--- config.mk ---
export PLATFORM = sky130hd
export DESIGN_NAME = apb_bridge_ctrl
export DESIGN_NICKNAME = d
export VERILOG_FILES = /design/src/rtl/apb_bridge_ctrl_pkg.sv /design/src/rtl/apb_bridge_ctrl.sv
export SDC_FILE = /design/constraint.sdc
export NUM_CORES = 1
export LEC_CHECK = 0
export CORE_MARGIN = 1
export CORE_UTILIZATION = 30
export CTS_BUF_LIST = sky130_fd_sc_hd__clkbuf_2 sky130_fd_sc_hd__clkbuf_4 sky130_fd_sc_hd__clkbuf_8
export DETAILED_ROUTE_END_ITERATION = 7
export GPL_TIMING_DRIVEN = 0
export PLACE_DENSITY = 0.67
export SLEW_MARGIN = 10
export SYNTH_ARGS = -nofsm -noshare
export SYNTH_HDL_FRONTEND = slang
export SYNTH_SLANG_ARGS = --single-unit
--- constraint.sdc ---
create_clock -name hclk -period 2.3 [get_ports hclk]
set_input_delay 0.345 -clock hclk [delete_from_list [all_inputs] [get_ports hclk]]
set_output_delay 0.345 -clock hclk [all_outputs]
set_load 0.02 [all_outputs]
--- src/rtl/apb_bridge_ctrl_pkg.sv ---
// Shared types and defaults for the APB-side bridge controller.
// The ERR1/ERR2 states are only reachable when APB_DECODE_ERR_EN is defined.
package apb_bridge_ctrl_pkg;

  localparam int DEF_ADDR_W = 32;
  localparam int DEF_DATA_W = 32;
  localparam int DEF_NSEL   = 4;
  localparam int DEF_CNT_W  = 16;

  // Widest slave-select vector the one-hot helper accepts.
  localparam int SEL_MAX = 32;

  typedef enum logic [2:0] {
    IDLE   = 3'd0,
    WWAIT  = 3'd1,
    SETUP  = 3'd2,
    ACCESS = 3'd3,
    ERR1   = 3'd4,
    ERR2   = 3'd5
  } state_t;

  // True when exactly one select bit is set.
  function automatic logic is_onehot(input logic [SEL_MAX-1:0] v);
    return (v != '0) && ((v & (v - 1'b1)) == '0);
  endfunction

endpackage

--- src/rtl/apb_bridge_ctrl.sv ---
// APB-side controller of the AHB-to-APB bridge.
// Takes pre-decoded AHB transfers and runs each through one APB SETUP and
// one APB ACCESS cycle, stalling the AHB data phase via hreadyout.
// Optional feature macro: APB_DECODE_ERR_EN -- a select that is not one-hot
// produces a two-cycle AHB ERROR response instead of an APB transfer.
//
// Handshake: an AHB request is taken whenever valid is high while the
// controller reports hreadyout=1 (IDLE, ACCESS, ERR2); valid is ignored in
// every stalled cycle. Write data arrives one cycle after its request.
module apb_bridge_ctrl
  import apb_bridge_ctrl_pkg::*;
#(
  parameter int ADDR_W = DEF_ADDR_W,
  parameter int DATA_W = DEF_DATA_W,
  parameter int NSEL   = DEF_NSEL,
  parameter int CNT_W  = DEF_CNT_W
) (
  input  logic              hclk,
  input  logic              hresetn,
  input  logic              valid,
  input  logic [ADDR_W-1:0] haddr,
  input  logic              hwrite,
  input  logic [NSEL-1:0]   tempselx,
  input  logic [DATA_W-1:0] hwdata,
  input  logic [DATA_W-1:0] prdata,
  output logic              hreadyout,
  output logic [DATA_W-1:0] hrdata,
  output logic              hresp,
  output logic [NSEL-1:0]   pselx,
  output logic              penable,
  output logic              pwrite,
  output logic [ADDR_W-1:0] paddr,
  output logic [DATA_W-1:0] pwdata,
  output logic [CNT_W-1:0]  xfer_cnt
);

  state_t state;
  state_t next_state;

  // Request captured at address phase, used once write data has arrived.
  logic [ADDR_W-1:0] hold_addr;
  logic              hold_write;
  logic [NSEL-1:0]   hold_sel;

  logic              accept;
  logic              from_hold;
  logic [ADDR_W-1:0] src_addr;
  logic              src_write;
  logic [NSEL-1:0]   src_sel;
  logic              sel_err;

  assign accept    = valid && ((state == IDLE) || (state == ACCESS) || (state == ERR2));

  // In WWAIT the request comes from the holding registers; otherwise a
  // read request goes straight from the AHB inputs into SETUP.
  assign from_hold = (state == WWAIT);
  assign src_addr  = from_hold ? hold_addr  : haddr;
  assign src_write = from_hold ? hold_write : hwrite;
  assign src_sel   = from_hold ? hold_sel   : tempselx;

`ifdef APB_DECODE_ERR_EN
  assign sel_err = !is_onehot(SEL_MAX'(src_sel));
`else
  assign sel_err = 1'b0;
`endif

  // State register.
  always_ff @(posedge hclk or negedge hresetn) begin
    if (!hresetn) state <= IDLE;
    else          state <= next_state;
  end

  // Next-state logic.
  always_comb begin
    next_state = state;
    case (state)
      IDLE, ACCESS, ERR2: begin
        if (valid) begin
          if (hwrite)       next_state = WWAIT;
          else if (sel_err) next_state = ERR1;
          else              next_state = SETUP;
        end else begin
          next_state = IDLE;
        end
      end
      WWAIT:   next_state = sel_err ? ERR1 : SETUP;
      SETUP:   next_state = ACCESS;
      ERR1:    next_state = ERR2;
      default: next_state = IDLE;
    endcase
  end

  // AHB-facing outputs decoded from the current state.
  always_comb begin
    hreadyout = 1'b1;
    hresp     = 1'b0;
    hrdata    = '0;
    case (state)
      WWAIT, SETUP: hreadyout = 1'b0;
      ACCESS:       hrdata    = prdata;
      ERR1: begin
        hreadyout = 1'b0;
        hresp     = 1'b1;
      end
      ERR2:         hresp     = 1'b1;
      default:      ;
    endcase
  end

  // Capture the AHB request on every accepted address phase.
  always_ff @(posedge hclk or negedge hresetn) begin
    if (!hresetn) begin
      hold_addr  <= '0;
      hold_write <= 1'b0;
      hold_sel   <= '0;
    end else if (accept) begin
      hold_addr  <= haddr;
      hold_write <= hwrite;
      hold_sel   <= tempselx;
    end
  end

  // Registered APB signals, loaded on entry to SETUP/ACCESS. Address,
  // direction and write data keep their last values between transfers.
  always_ff @(posedge hclk or negedge hresetn) begin
    if (!hresetn) begin
      pselx   <= '0;
      penable <= 1'b0;
      pwrite  <= 1'b0;
      paddr   <= '0;
      pwdata  <= '0;
    end else begin
      case (next_state)
        SETUP: begin
          pselx   <= src_sel;
          penable <= 1'b0;
          paddr   <= src_addr;
          pwrite  <= src_write;
          if (src_write) pwdata <= hwdata;
        end
        ACCESS:  penable <= 1'b1;
        default: begin
          pselx   <= '0;
          penable <= 1'b0;
        end
      endcase
    end
  end

  // Every ACCESS lasts one cycle, so each ACCESS cycle is one completion.
  always_ff @(posedge hclk or negedge hresetn) begin
    if (!hresetn)              xfer_cnt <= '0;
    else if (state == ACCESS)  xfer_cnt <= xfer_cnt + 1'b1;
  end

endmodule

==> impl_metrics.prom <==
# TYPE chip_impl_metric gauge
chip_impl_metric{name="route.antenna.remaining_nets",unit=""} 0
chip_impl_metric{name="max-clock-path-buffers",unit=""} 2
chip_impl_metric{name="finClkSkew",unit="ps"} 8.36
chip_impl_metric{name="fin_crit_sh",unit="%"} 94.0
chip_impl_metric{name="synth_compound_area_share",unit="%"} 1.61
chip_impl_metric{name="synth_xor_area_share",unit="%"} 2.54
chip_impl_metric{name="postLayoutCellArea",unit="µm²"} 8380
chip_impl_info{name="type_of_the_tightest_min_delay_check",value="in2async"} 1
chip_impl_metric{name="seq_area",unit="µm²"} 3150
chip_impl_metric{name="cts-buffers-inserted",unit=""} 17
chip_impl_metric{name="max-slew-margin-rel",unit="%"} 38.9
chip_impl_metric{name="postSynth.asyncResetShare",unit="%"} 100
chip_impl_metric{name="die-height",unit="µm"} 138
chip_impl_metric{name="floorplan.die_area",unit="µm²"} 19000
chip_impl_metric{name="gp_routability_congestion",unit=""} 0.698
chip_impl_metric{name="power_leakage",unit="nW"} 3.60
chip_impl_info{name="critical_r2r_capture",value="paddr[18]$_DFFE_PN0N_"} 1
chip_impl_info{name="clk_tree_root_cell",value="sky130_fd_sc_hd__clkbuf_8"} 1
chip_impl_metric{name="dp.cells",unit=""} 838
chip_impl_metric{name="syn2layout_area_growth",unit="%"} 51.7
chip_impl_metric{name="post_synth_edffs",unit=""} 0
chip_impl_info{name="postSynth.topFlopCell",value="sky130_fd_sc_hd__dfrtp_1"} 1
chip_impl_metric{name="antenna_found_initial",unit=""} 0
chip_impl_metric{name="setup_viol",unit=""} 0
chip_impl_metric{name="boundaryPins",unit=""} 224
chip_impl_info{name="path_class",value="reg2out"} 1
chip_impl_metric{name="final_net_count",unit=""} 739
chip_impl_info{name="unrepaired_setup_endpoints_after_global_routing",value="true"} 1
chip_impl_metric{name="delay_contributed_by_the_slowest_stage_of_the_critical_path",unit="ps"} 370
chip_impl_metric{name="antenna-diode-count",unit=""} 0
chip_impl_metric{name="vias_per_cell",unit=""} 4.45
chip_impl_metric{name="floorplan.core_area",unit="µm²"} 18000
chip_impl_metric{name="ys_seq_area_share",unit="%"} 57.1
chip_impl_metric{name="worst-endpoint-arrival",unit="ps"} 1820
chip_impl_metric{name="drt_iter0_drc",unit=""} 72
chip_impl_metric{name="cts.sinks",unit=""} 126
chip_impl_info{name="synth_top_family_by_area",value="multiplexers"} 1
chip_impl_metric{name="ir_worst_vdd",unit="µV"} 822
chip_impl_metric{name="globalRoute.totalOverflow",unit=""} 0
chip_impl_metric{name="multi_input_gate_area",unit="µm²"} 2220
chip_impl_metric{name="cts.reportedPaths.clkPinSlew",unit="ps"} 70
chip_impl_metric{name="place_area",unit="µm²"} 8070
chip_impl_metric{name="final_max_slew_viol_count",unit=""} 0
chip_impl_metric{name="post_layout_nonfiller_instances",unit=""} 876
chip_impl_info{name="outcome",value="completed"} 1
chip_impl_metric{name="period_minus_slack",unit="ps"} 2160
chip_impl_info{name="critPathMostFrequentCell",value="sky130_fd_sc_hd__buf_4"} 1
chip_impl_metric{name="ys_ff_latch",unit=""} 126
chip_impl_metric{name="yosys-mux-area-fraction",unit="%"} 28.1
chip_impl_info{name="synthMostInstantiatedCell",value="sky130_fd_sc_hd__dfrtp_1"} 1
chip_impl_metric{name="layout.filler_cells",unit=""} 1666
chip_impl_metric{name="synth_adder_area_share",unit="%"} 0.408
chip_impl_metric{name="ctsHtreeMaxLevel",unit=""} 4
chip_impl_metric{name="netlist_area",unit="µm²"} 5520
chip_impl_metric{name="syn_area_per_cell",unit="µm²"} 14.3
chip_impl_info{name="timing.critical_path.cells",value="buf_4, and3b_2, buf_4, clkbuf_4, and2_1, buf_4"} 1
chip_impl_metric{name="wire_length_of_the_first_global_routing_pass",unit="µm"} 20500
chip_impl_metric{name="worstMarginPinSlew",unit="ps"} 914
chip_impl_metric{name="dpl.hpwl",unit="µm"} 10100
chip_impl_info{name="worstSetupEndpointType",value="primary output"} 1
chip_impl_metric{name="row_count",unit=""} 49
chip_impl_metric{name="worst_ep_required_time",unit="ps"} 1960
chip_impl_metric{name="rr_worst_depth",unit=""} 6
chip_impl_metric{name="floorplan.initialDensity",unit="%"} 30.6
chip_impl_metric{name="place.port_buffers",unit=""} 223
chip_impl_metric{name="post_syn_nets",unit=""} 490
chip_impl_info{name="list_of_most_frequent_post_synthesis_cells",value="126 x sky130_fd_sc_hd__dfrtp_1, 100 x sky130_fd_sc_hd__mux2_2, 38 x sky130_fd_sc_hd__mux2_1"} 1
chip_impl_metric{name="syn_inst",unit=""} 385
chip_impl_metric{name="final_routed_drc_violation_total",unit=""} 0
chip_impl_metric{name="horizontal_die_dimension",unit="µm"} 138
chip_impl_metric{name="first_pass_iters",unit=""} 4
chip_impl_metric{name="synth_top_area_share",unit="%"} 57.1
chip_impl_metric{name="avgRoutedWirePerCell",unit="µm"} 15.6
chip_impl_info{name="launching_point_of_the_worst_reg2reg_path",value="state[1]$_DFF_PN0_"} 1
chip_impl_metric{name="grt_start_max_net_pins",unit=""} 71
chip_impl_metric{name="worstSkewPairLatency",unit="ps"} 430
chip_impl_info{name="tritoncts",value="built"} 1
chip_impl_metric{name="achievable-frequency",unit="MHz"} 463
chip_impl_metric{name="grt_pass1_vias",unit=""} 3977
chip_impl_metric{name="routed_wl",unit="µm"} 13700
chip_impl_info{name="most_area_hungry_cell_type_in_the_yosys_netlist",value="sky130_fd_sc_hd__dfrtp_1"} 1
chip_impl_metric{name="post_route_cells_drive_above_1_share",unit="%"} 30.1
chip_impl_metric{name="synth_simple_gate_area_share",unit="%"} 7.52
chip_impl_metric{name="cap_viol_max_count",unit=""} 0
chip_impl_info{name="critical-path-slowest-cell",value="sky130_fd_sc_hd__dfrtp_1"} 1
chip_impl_metric{name="gr-usage-all-layers",unit="%"} 14.3
chip_impl_metric{name="r2r_setup_slack",unit="ps"} 310
chip_impl_metric{name="power.density_cell_area",unit="nW/µm²"} 1330
chip_impl_info{name="start_kind",value="register"} 1
chip_impl_metric{name="ys_types",unit=""} 37
chip_impl_info{name="ys_top_cells_by_area",value="sky130_fd_sc_hd__dfrtp_1 57%, sky130_fd_sc_hd__mux2_2 20%, sky130_fd_sc_hd__mux2_1 7.7%"} 1
chip_impl_metric{name="synth_warnings",unit=""} 0
chip_impl_metric{name="vias_after_detailed_routing",unit=""} 3896
chip_impl_metric{name="final-hold-violation-count",unit=""} 0
chip_impl_metric{name="path_max_fanout",unit=""} 10
-- per-layer routing --
layer | track usage (%) | wire length (µm)
met5 | 0 | 0
met4 | 4.59 | 107
met3 | 5.48 | 1040
met2 | 23.8 | 6830
met1 | 17.1 | 5710
-- area by class of cell --
type	count	share of cell area (%)
Clock inverter	13	1.40
Timing Repair Buffer	231	26.0
Inverter	5	0.224
Clock buffer	19	3.05
Buffer	19	1.76
Tap cell	229	3.42
Multi-Input combinational cell	234	26.5
Sequential cell	126	37.6
-- registers in the layout, indices dropped and copies added (netlist names) --
| name | flops |
|---|---|
| hold_sel | 4 |
| pselx | 4 |
| hold_write | 1 |
| state | 3 |
| paddr | 32 |
| xfer_cnt | 16 |
| hold_addr | 32 |
| pwdata | 32 |
| pwrite | 1 |
| penable | 1 |
-- report_power, final --
group / switching [mW] / internal, mW
Clock: 0.891 / 0.894
Combinational: 2.58 / 2.99
Sequential: 0.545 / 3.25
-- how the worst max path moves through the flow --
| stage | startpoint | endpoint | cells after the start |
|---|---|---|---|
| global placement | hresetn | hold_addr[21]$_DFFE_PN0P_ | 1 |
| detailed placement | hwrite | paddr[18]$_DFFE_PN0N_ | 7 |
| global route | state[2]$_DFF_PN0_ | hrdata[21] | 6 |
| CTS | state[2]$_DFF_PN0_ | hrdata[25] | 6 |
| finish | state[1]$_DFF_PN0_ | hrdata[21] | 6 |
| floorplan | state[0]$_DFF_PN0_ | paddr[20]$_DFFE_PN0N_ | 5 |
-- repair_timing --
item | in CTS | in global routing
buffers inserted | 2 | 4
hold buffers | 1 | 0
setup endpoints to repair | 33 | 53
gates resized for setup | 106 | 27
pin swaps | 0 | 1
endpoints found under the hold margin | 56 | 0
-- layout by cell type (no fill, tap or decap), types with 2 or more instances in the layout --
| cell type | instances |
|---|---|
| sky130_fd_sc_hd__clkinv_2 | 3 |
| sky130_fd_sc_hd__dfrtp_1 | 126 |
| sky130_fd_sc_hd__clkbuf_8 | 18 |
| sky130_fd_sc_hd__nand3_1 | 3 |
| sky130_fd_sc_hd__nor3_1 | 4 |
| sky130_fd_sc_hd__clkbuf_4 | 3 |
| sky130_fd_sc_hd__nor2_1 | 3 |
| sky130_fd_sc_hd__buf_6 | 7 |
| sky130_fd_sc_hd__buf_2 | 35 |
| sky130_fd_sc_hd__buf_4 | 10 |
| sky130_fd_sc_hd__a22o_1 | 4 |
| sky130_fd_sc_hd__xnor2_1 | 6 |
| sky130_fd_sc_hd__clkdlybuf4s50_1 | 189 |
| sky130_fd_sc_hd__clkinv_4 | 3 |
| sky130_fd_sc_hd__inv_1 | 4 |
| sky130_fd_sc_hd__mux2_2 | 100 |
| sky130_fd_sc_hd__or2_2 | 2 |
| sky130_fd_sc_hd__mux2_1 | 38 |
| sky130_fd_sc_hd__nand2_1 | 8 |
| sky130_fd_sc_hd__nand4_1 | 3 |
| sky130_fd_sc_hd__clkinvlp_4 | 5 |
| sky130_fd_sc_hd__xor2_1 | 10 |
| sky130_fd_sc_hd__dlygate4sd2_1 | 4 |
| sky130_fd_sc_hd__and2_1 | 35 |
-- through the flow --
stage | power, mW | setup TNS (ps) | utilization [%] | setup slack, ps | hold WS [ps]
floorplan | 6.99 | 0 | - | 453 | 49.4
global route | 11.9 | -0.0309 | 46.5 | -0.0309 | 478
detailed placement | 9.52 | -9510 | 44.8 | -250 | 348
global placement | 9.33 | -523920 | 44.6 | -4120 | 467
finish | 11.1 | 0 | 46.5 | 138 | 446
CTS | 11.3 | 0 | 47.0 | 6.72 | 448
-- worst max-delay path: cells and delay by family, from the launching register on --
family / cells / cell delay [ps]
buffers and inverters: 4 / 640
DFF: 1 / 370
and+or+nand+nor: 2 / 390
-- cell families (layout without fill, tap and decap cells) --
| group | Yosys count | after routing |
|---|---|---|
| flip-flops | 126 | 126 |
| AO/OA/AOI/OAI | 10 | 10 |
| multiplexers | 138 | 138 |
| XOR/XNOR | 16 | 16 |
| buffers and inverters | 25 | 287 |
| adder cells (fa/ha/maj) | 2 | 2 |
| AND/OR/NAND/NOR | 68 | 68 |
Note: power is estimated with default switching activity, not from simulation.
